`config.mk`:
```
export PLATFORM = sky130hd
export DESIGN_NAME = ohc11_add_scheduler
export DESIGN_NICKNAME = d
export VERILOG_FILES = /design/src/rtl/ohc11_add_scheduler.sv
export SDC_FILE = /design/constraint.sdc
export NUM_CORES = 1
export LEC_CHECK = 0
export ABC_AREA = 1
export BUFFER_PORTS_ARGS = -buffer_cell sky130_fd_sc_hd__buf_2
export CORE_MARGIN = 2
export CORE_UTILIZATION = 50
export CTS_CLUSTER_SIZE = 8
export DETAILED_ROUTE_END_ITERATION = 16
export GPL_TIMING_DRIVEN = 0
export HOLD_SLACK_MARGIN = 0.1
export PLACE_DENSITY = 0.78
export SETUP_SLACK_MARGIN = 0.05
export SLEW_MARGIN = 15
export SYNTH_ARGS = -nofsm -noshare
export SYNTH_HDL_FRONTEND = slang
export SYNTH_SLANG_ARGS = --single-unit
```
`constraint.sdc`:
```
create_clock -name clk -period 5.35 [get_ports clk]
set_clock_uncertainty 0.2 [all_clocks]
set_input_delay 1.07 -clock clk [delete_from_list [all_inputs] [get_ports clk]]
set_output_delay 1.07 -clock clk [all_outputs]
set_load 0.01 [all_outputs]
```
`src/rtl/ohc11_add_scheduler.sv`:
```
`default_nettype none
// ---------------------------------------------------------------------------
// ohc11_add_scheduler: round-robin share of one mod-11 one-hot residue adder.
// Optional macro OHC11_SUB_EN adds req_sub (per-requester subtract).  Rev 1.0
// ---------------------------------------------------------------------------
module ohc11_add_scheduler #(
  parameter int NREQ = 4,
  parameter int IDW  = $clog2(NREQ)
) (
  input  logic                clk,
  input  logic                rst_n,
  input  logic [NREQ-1:0]     req_valid,
  output logic [NREQ-1:0]     req_ready,
  input  logic [4*NREQ-1:0]   req_a,
  input  logic [4*NREQ-1:0]   req_b,
`ifdef OHC11_SUB_EN
  input  logic [NREQ-1:0]     req_sub,
`endif
  output logic                res_valid,
  input  logic                res_ready,
  output logic [10:0]         res_ohc,
  output logic [3:0]          res_bin,
  output logic [IDW-1:0]      res_id,
  output logic                res_err
);

  logic [IDW-1:0] rr;
  logic [IDW-1:0] gnt_idx;
  logic           gnt_any;
  logic           slot_free;
  logic [3:0]     op_a;
  logic [3:0]     op_b;
  logic           op_sub;
  logic           illegal;
  logic [10:0]    oa;
  logic [21:0]    dbl;
  logic [10:0]    sum_ohc;
  logic [3:0]     sum_bin;

  assign slot_free = !res_valid || res_ready;

  // Round-robin search starting at rr, wrapping modulo NREQ.
  always_comb begin : arb
    int             idx;
    logic [IDW-1:0] cand;
    idx       = 0;
    cand      = '0;
    req_ready = '0;
    gnt_any   = 1'b0;
    gnt_idx   = '0;
    if (rst_n && slot_free) begin
      for (int k = 0; k < NREQ; k++) begin
        idx = int'(rr) + k;
        if (idx >= NREQ) idx = idx - NREQ;
        cand = IDW'(idx);
        if (!gnt_any && req_valid[cand]) begin
          gnt_any = 1'b1;
          gnt_idx = cand;
        end
      end
    end
    if (gnt_any) req_ready[gnt_idx] = 1'b1;
  end

  always_comb begin : opmux
    op_a   = '0;
    op_b   = '0;
    op_sub = 1'b0;
    for (int i = 0; i < NREQ; i++) begin
      if (IDW'(i) == gnt_idx) begin
        op_a = req_a[4*i +: 4];
        op_b = req_b[4*i +: 4];
`ifdef OHC11_SUB_EN
        op_sub = req_sub[i];
`endif
      end
    end
  end

  // Rotation within 11 bits: shift a doubled copy and keep the wrapping half.
  assign illegal = (op_a > 4'd10) || (op_b > 4'd10);
  assign oa      = 11'b1 << op_a;
  assign dbl     = op_sub ? ({oa, oa} >> op_b) : ({oa, oa} << op_b);
  assign sum_ohc = op_sub ? dbl[10:0] : dbl[21:11];

  always_comb begin : enc
    sum_bin = '0;
    for (int k = 0; k < 11; k++) begin
      if (sum_ohc[k]) sum_bin = 4'(k);
    end
  end

  always_ff @(posedge clk) begin
    if (!rst_n) begin
      res_valid <= 1'b0;
      res_ohc   <= '0;
      res_bin   <= '0;
      res_id    <= '0;
      res_err   <= 1'b0;
      rr        <= '0;
    end else if (gnt_any) begin
      res_valid <= 1'b1;
      res_id    <= gnt_idx;
      res_err   <= illegal;
      res_ohc   <= illegal ? 11'd0 : sum_ohc;
      res_bin   <= illegal ? 4'hF : sum_bin;
      rr        <= (gnt_idx == IDW'(NREQ - 1)) ? '0 : gnt_idx + IDW'(1);
    end else if (res_ready) begin
      res_valid <= 1'b0;
    end
  end

endmodule
`default_nettype wire

```
Word-level counts from Yosys, hierarchy flattened
Cells that the tools add are included.
Operators by class
  divide/modulo/power cells: 0
  shift-type cells: 2
  bitwise operators: 0
  equality and inequality tests: 4
  order comparisons: 12
  reduce and logical (&&, ||, !) cells: 13
  multipliers: 0
  add/subtract/negate cells: 8
  muxes and demuxes: 55
Operator list (count)
  two-way mux 4 bit: 19
  two-way mux 2 bit: 14
  << shifter 22 x 4 -> 22 bit: 1
  two-way mux 1 bit: 16
  less-than comparator 2 x 3 -> 1 bit, second input constant: 5
  two-way mux 11 bit: 1
  << shifter 1 x 4 -> 11 bit, first input constant: 1
  greater-or-equal comparator 3 bit, second input constant: 3
  binary-select mux 1 bit (select 2 bit): 4
  greater-than comparator 4 bit, second input constant: 2
  subtractor 2 x 1 -> 2 bit, second input constant: 4
  adder 2 x 2 -> 3 bit, second input constant: 2
  logical AND 1 bit: 5
  == test 2 bit, first input constant: 2
  logical NOT 1 bit: 4
  adder 2 x 1 -> 3 bit, second input constant: 1
  greater-or-equal comparator 2 x 3 -> 1 bit, second input constant: 1
  adder 2 x 1 -> 2 bit, second input constant: 1
  demux 1 bit (select 2 bit): 1
  == test 1 x 2 -> 1 bit, first input constant: 1
  == test 2 bit, second input constant: 1
  greater-or-equal comparator 2 x 1 -> 1 bit, second input constant: 1
  logical NOT 2 bit: 1
  logical OR 1 bit: 2
  nonzero test 2 bit: 1
Storage, ports and cells
  bits of input ports: 39
  RAM bits: 0
  ROM bits: 0
  register bits: 21
  bits in latches: 0
  output and inout port bits: 23
  logic and storage cells: 100
  memories: 0

Longest topological paths before layout
  word-level depth: 38
  depth in mapped cells: 36
  depth with buffers taken out: 33

Least setup slack after synthesis
Ideal clock, no wire load.
  kind: input to register
  start: input port req_valid[0]
  end: register res_bin[1]
  buffers on the path: 2
  arrival: 3.820 ns
  stages: 34
  path slack: 1.221 ns
  library setup time: 0.109 ns
  data required time: 5.041 ns
  path through: or2_0 -> o21ai_0 -> nor2_1 -> nor2_1 -> nand3_1 -> nor2_1 -> nand2_1 -> nand2_2 -> inv_2 -> nand2_1 -> inv_1 -> ha_1 -> buf_2 -> inv_2 -> nand2_1 -> inv_2 -> nand2_1 -> nand2_1 -> nand2_1 -> nand2_1 -> inv_2 -> buf_6 -> nand3_1 -> nand3_1 -> nand2_1 -> nand2_1 -> nand2_1 -> nand2_1 -> nand2_1 -> nand2_2 -> inv_1 -> nand3_1 -> nand2_1 -> inv_1
Between the ends
  word-level cells in the longest chain between the ends: 33
  elaborated cells on any way between the ends: 54
Ends and longest elaborated chain
  start, declared: line 12  | input logic [NREQ-1:0] req_valid,
  binary-select mux 1 bit (select 2 bit): line 56  | if (!gnt_any && req_valid[cand]) begin
  two-way mux 1 bit (not written as such): line 56
  two-way mux 1 bit: line 56
  two-way mux 1 bit: line 51  | if (rst_n && slot_free) begin
  logical NOT 1 bit: line 56
  logical AND 1 bit: line 56
  two-way mux 1 bit: line 56
  two-way mux 1 bit: line 51
  [... 7 more ...]
  two-way mux 2 bit (*): line 51
  net gnt_idx[0]: line 28  | logic [IDW-1:0] gnt_idx;
  logical NOT 2 bit: line 70  | if (IDW'(i) == gnt_idx) begin
  two-way mux 4 bit (4 in series): line 70
  << shifter 1 x 4 -> 11 bit: line 82  | assign oa = 11'b1 << op_a;
  << shifter 22 x 4 -> 22 bit: line 83  | assign dbl = op_sub ? ({oa, oa} >> op_b) : ({oa, oa} << op_b);
  two-way mux 4 bit (9 in series): line 89  | if (sum_ohc[k]) sum_bin = 4'(k);
  two-way mux 4 bit (*): line 106  | res_bin <= illegal ? 4'hF : sum_bin;
  end signal, assigned: line 106
  end, declared: line 22  | output logic [3:0] res_bin,
The timed path passes the listed nets; every way through them passes the cells marked *. The select of a mux whose other input is x is not followed.
A chain may end at the register's enable or synchronous reset.

Final worst setup path
  start: input port req_valid[0]
  end: register res_bin[0]
Between the ends
  word-level cells in the longest chain between the ends: 34
  elaborated cells on any way between the ends: 55
Ends and longest elaborated chain (line)
  binary-select mux 1 bit (select 2 bit): 56
  two-way mux 1 bit (not written as such): 56
  two-way mux 1 bit: 56
  two-way mux 1 bit: 51
  logical NOT 1 bit: 56
  logical AND 1 bit: 56
  two-way mux 1 bit: 56
  two-way mux 1 bit: 51
  [... 8 more ...]
  net gnt_idx[0]: 28
  logical NOT 2 bit: 70
  two-way mux 4 bit (4 in series): 70
  << shifter 1 x 4 -> 11 bit: 82
  << shifter 22 x 4 -> 22 bit: 83
  two-way mux 1 bit: 89
  two-way mux 4 bit (9 in series): 89
  two-way mux 4 bit (*): 106
Marks and branches as above.

==> results.cfg <==
[clock_network]
clock_latency_ns = 0.26
cts_root_buffer = clkbuf_8
path_clk_slew_ns = 0.08
clkSinkCount = 21
cts_resized = 0
cts_setup_buffers = 0
cts_hold_buf = 0
cts_htree_levels = 1
cts_buffers = 3
cts.path.max_buffers = 2
tritoncts = done

[critical_path]
rrSetupSlack_ns = 1.17
crit_required_ns = 5.31
slowest_stage = or2_0
critical_path_arrival_ns = 4.54
cp-start-kind = input pin
cp_common_cell = nand2_1
critPathMaxFanout = 10
r2r_start = rr[0]
worstSetupStartpoint = req_valid[0]
critPathKind = in2reg
crit_path_max_incr_delay_ns = 0.20
cp-end-kind = flop

[timing]
rsz0062_at_grt = no
finalCritPeriodShare = 0.856
setup_tns_ns = 0
setup-violations-final = 0
slew_headroom = 0.723
fin_crit_ns = 4.58
tightest_slew_ns = 0.415
hold_viol = 0
maxSlewViolCount = 0
fmax_ghz = 0.218

[global_route]
grt_overflow = 0
grt_pass1_vias = 2203
grt_max_degree = 13
track_usage = 0.247
grt_pass1_wl_um = 9130
antenna_found_initial = 0

[die]
rows = 23
initial_core_util = 0.524
core_um2 = 4030
fp.dieH_um = 69.0
io_pins = 62
dieWidth_um = 69.0
fp.dieArea_um2 = 4760

[logic_synthesis]
synth_area_um2 = 2110
netlist_top_cells_count = nand2_1, nand3_1, nor2_1
async_flop_share = 0
ys.flop_type = dfxtp_1
netlist.top_cell.by_area = dfxtp_1
synth_cell_types = 31
ys_top_cells_by_area = dfxtp_1, nand2_1, nand3_1
ys_ff_latch = 21
synth-edff-count = 0
yosysWarnings = 0
yosysTopAreaCellShare = 0.199
syn_area_per_cell_um2 = 5.74
synth.most_common_cell = nand2_1
synthCells = 368
syn_nets = 411
yosysSeqAreaShare = 0.199

[routing]
num_vias = 2511
drc_errors = 0
wl_um = 5530
via_per_inst = 5.20
first_pass_iters = 4
wl_per_cell_um = 11.5
drtAntennaViolNets = 0
first_iter_violations = 129

[place]
placedCellCount = 479
placed_area_um2 = 2480
port-buffer-count = 61
place_hpwl_um = 4490
place_congestion = 0.915

[run]
cap_violations = 0

[cells_and_area]
area_growth_pct = 19.6
antenna_cells = 0
layout-drive-gt1-share = 0.254
nets = 477
stdcell_count = 483
stdcell_area_um2 = 2530

[min_path]
min-delay-start = res_ohc[0]
hold_class = reg2reg

[run_status]
status = complete, no violations
==> cell type report <==
type | instances | area [um^2]
Buffer | 17 | 103
Clock buffer | 3 | 41.3
Clock inverter | 1 | 5.00
Fill cell | 408 | 1500
Inverter | 32 | 120
Multi-Input combinational cell | 298 | 1470
Sequential cell | 21 | 420
Tap cell | 50 | 62.6
Timing Repair Buffer | 61 | 305
==> sequential cells by signal, indices dropped and copies added, names as in the netlist <==
name	cells
res_bin	4
res_err	1
res_id	2
res_ohc	11
res_valid	1
rr	2
==> worst paths after layout <==
check	end	cells after the start
worst min register to register	res_ohc[0]	2
worst max register to register	res_bin[0]	34
worst max-delay path	res_bin[0]	33
worst min-delay path	res_ohc[0]	2
==> cells by family after synthesis <==
group / count (synthesis) / synth area share
AOI/OAI and AO/OA: 43 / 0.116
xor gates and xnor gates: 2 / 0.00830
adders and majority gates: 4 / 0.0237
buffers and inverters: 49 / 0.105
DFF: 21 / 0.199
muxes: 3 / 0.0142
and+or+nand+nor: 246 / 0.533
==> worst max-delay path, delay by kind of cell <==
family / cells / cell delay [ns]
fa+ha+maj: 1 / 0.19
simple gates: 23 / 2.31
compound gates: 1 / 0.12
buf+inv: 8 / 0.85
==> placed cells by master (no fill, tap or decap), types with 4 or more instances in the layout <==
| cell type | n |
|---|---|
| a21oi_1 | 24 |
| clkbuf_1 | 4 |
| nand2_1 | 110 |
| ha_1 | 4 |
| nor2_1 | 34 |
| inv_1 | 21 |
| buf_4 | 4 |
| nand3_1 | 80 |
| nand2_2 | 8 |
| nor2_2 | 4 |
| inv_2 | 10 |
| buf_2 | 68 |
| o21ai_0 | 9 |
| dfxtp_1 | 21 |
==> metrics by stage <==
stage,utilization,setup WS [ns],hold slack [ns]
6_report,0.627,0.771,0.263
5_1_grt,0.627,0.324,0.281
4_1_cts,0.627,0.808,0.264
3_5_place_dp,0.616,0.564,0.252
3_3_place_gp,0.616,0.682,0.252
2_1_floorplan,-,1.22,0.286
==> routing by layer <==
metal	GRT usage	wire, um	vias up
li1	-	-	1331
met2	0.435	2590	71
met3	0.0471	307	11
met5	0	0	-
met4	0.0637	87	0
met1	0.306	2540	1098
Power is left out: the tool's default activity adds up to more than one toggle a clock period on the data nets, which glitch-free logic cannot reach.
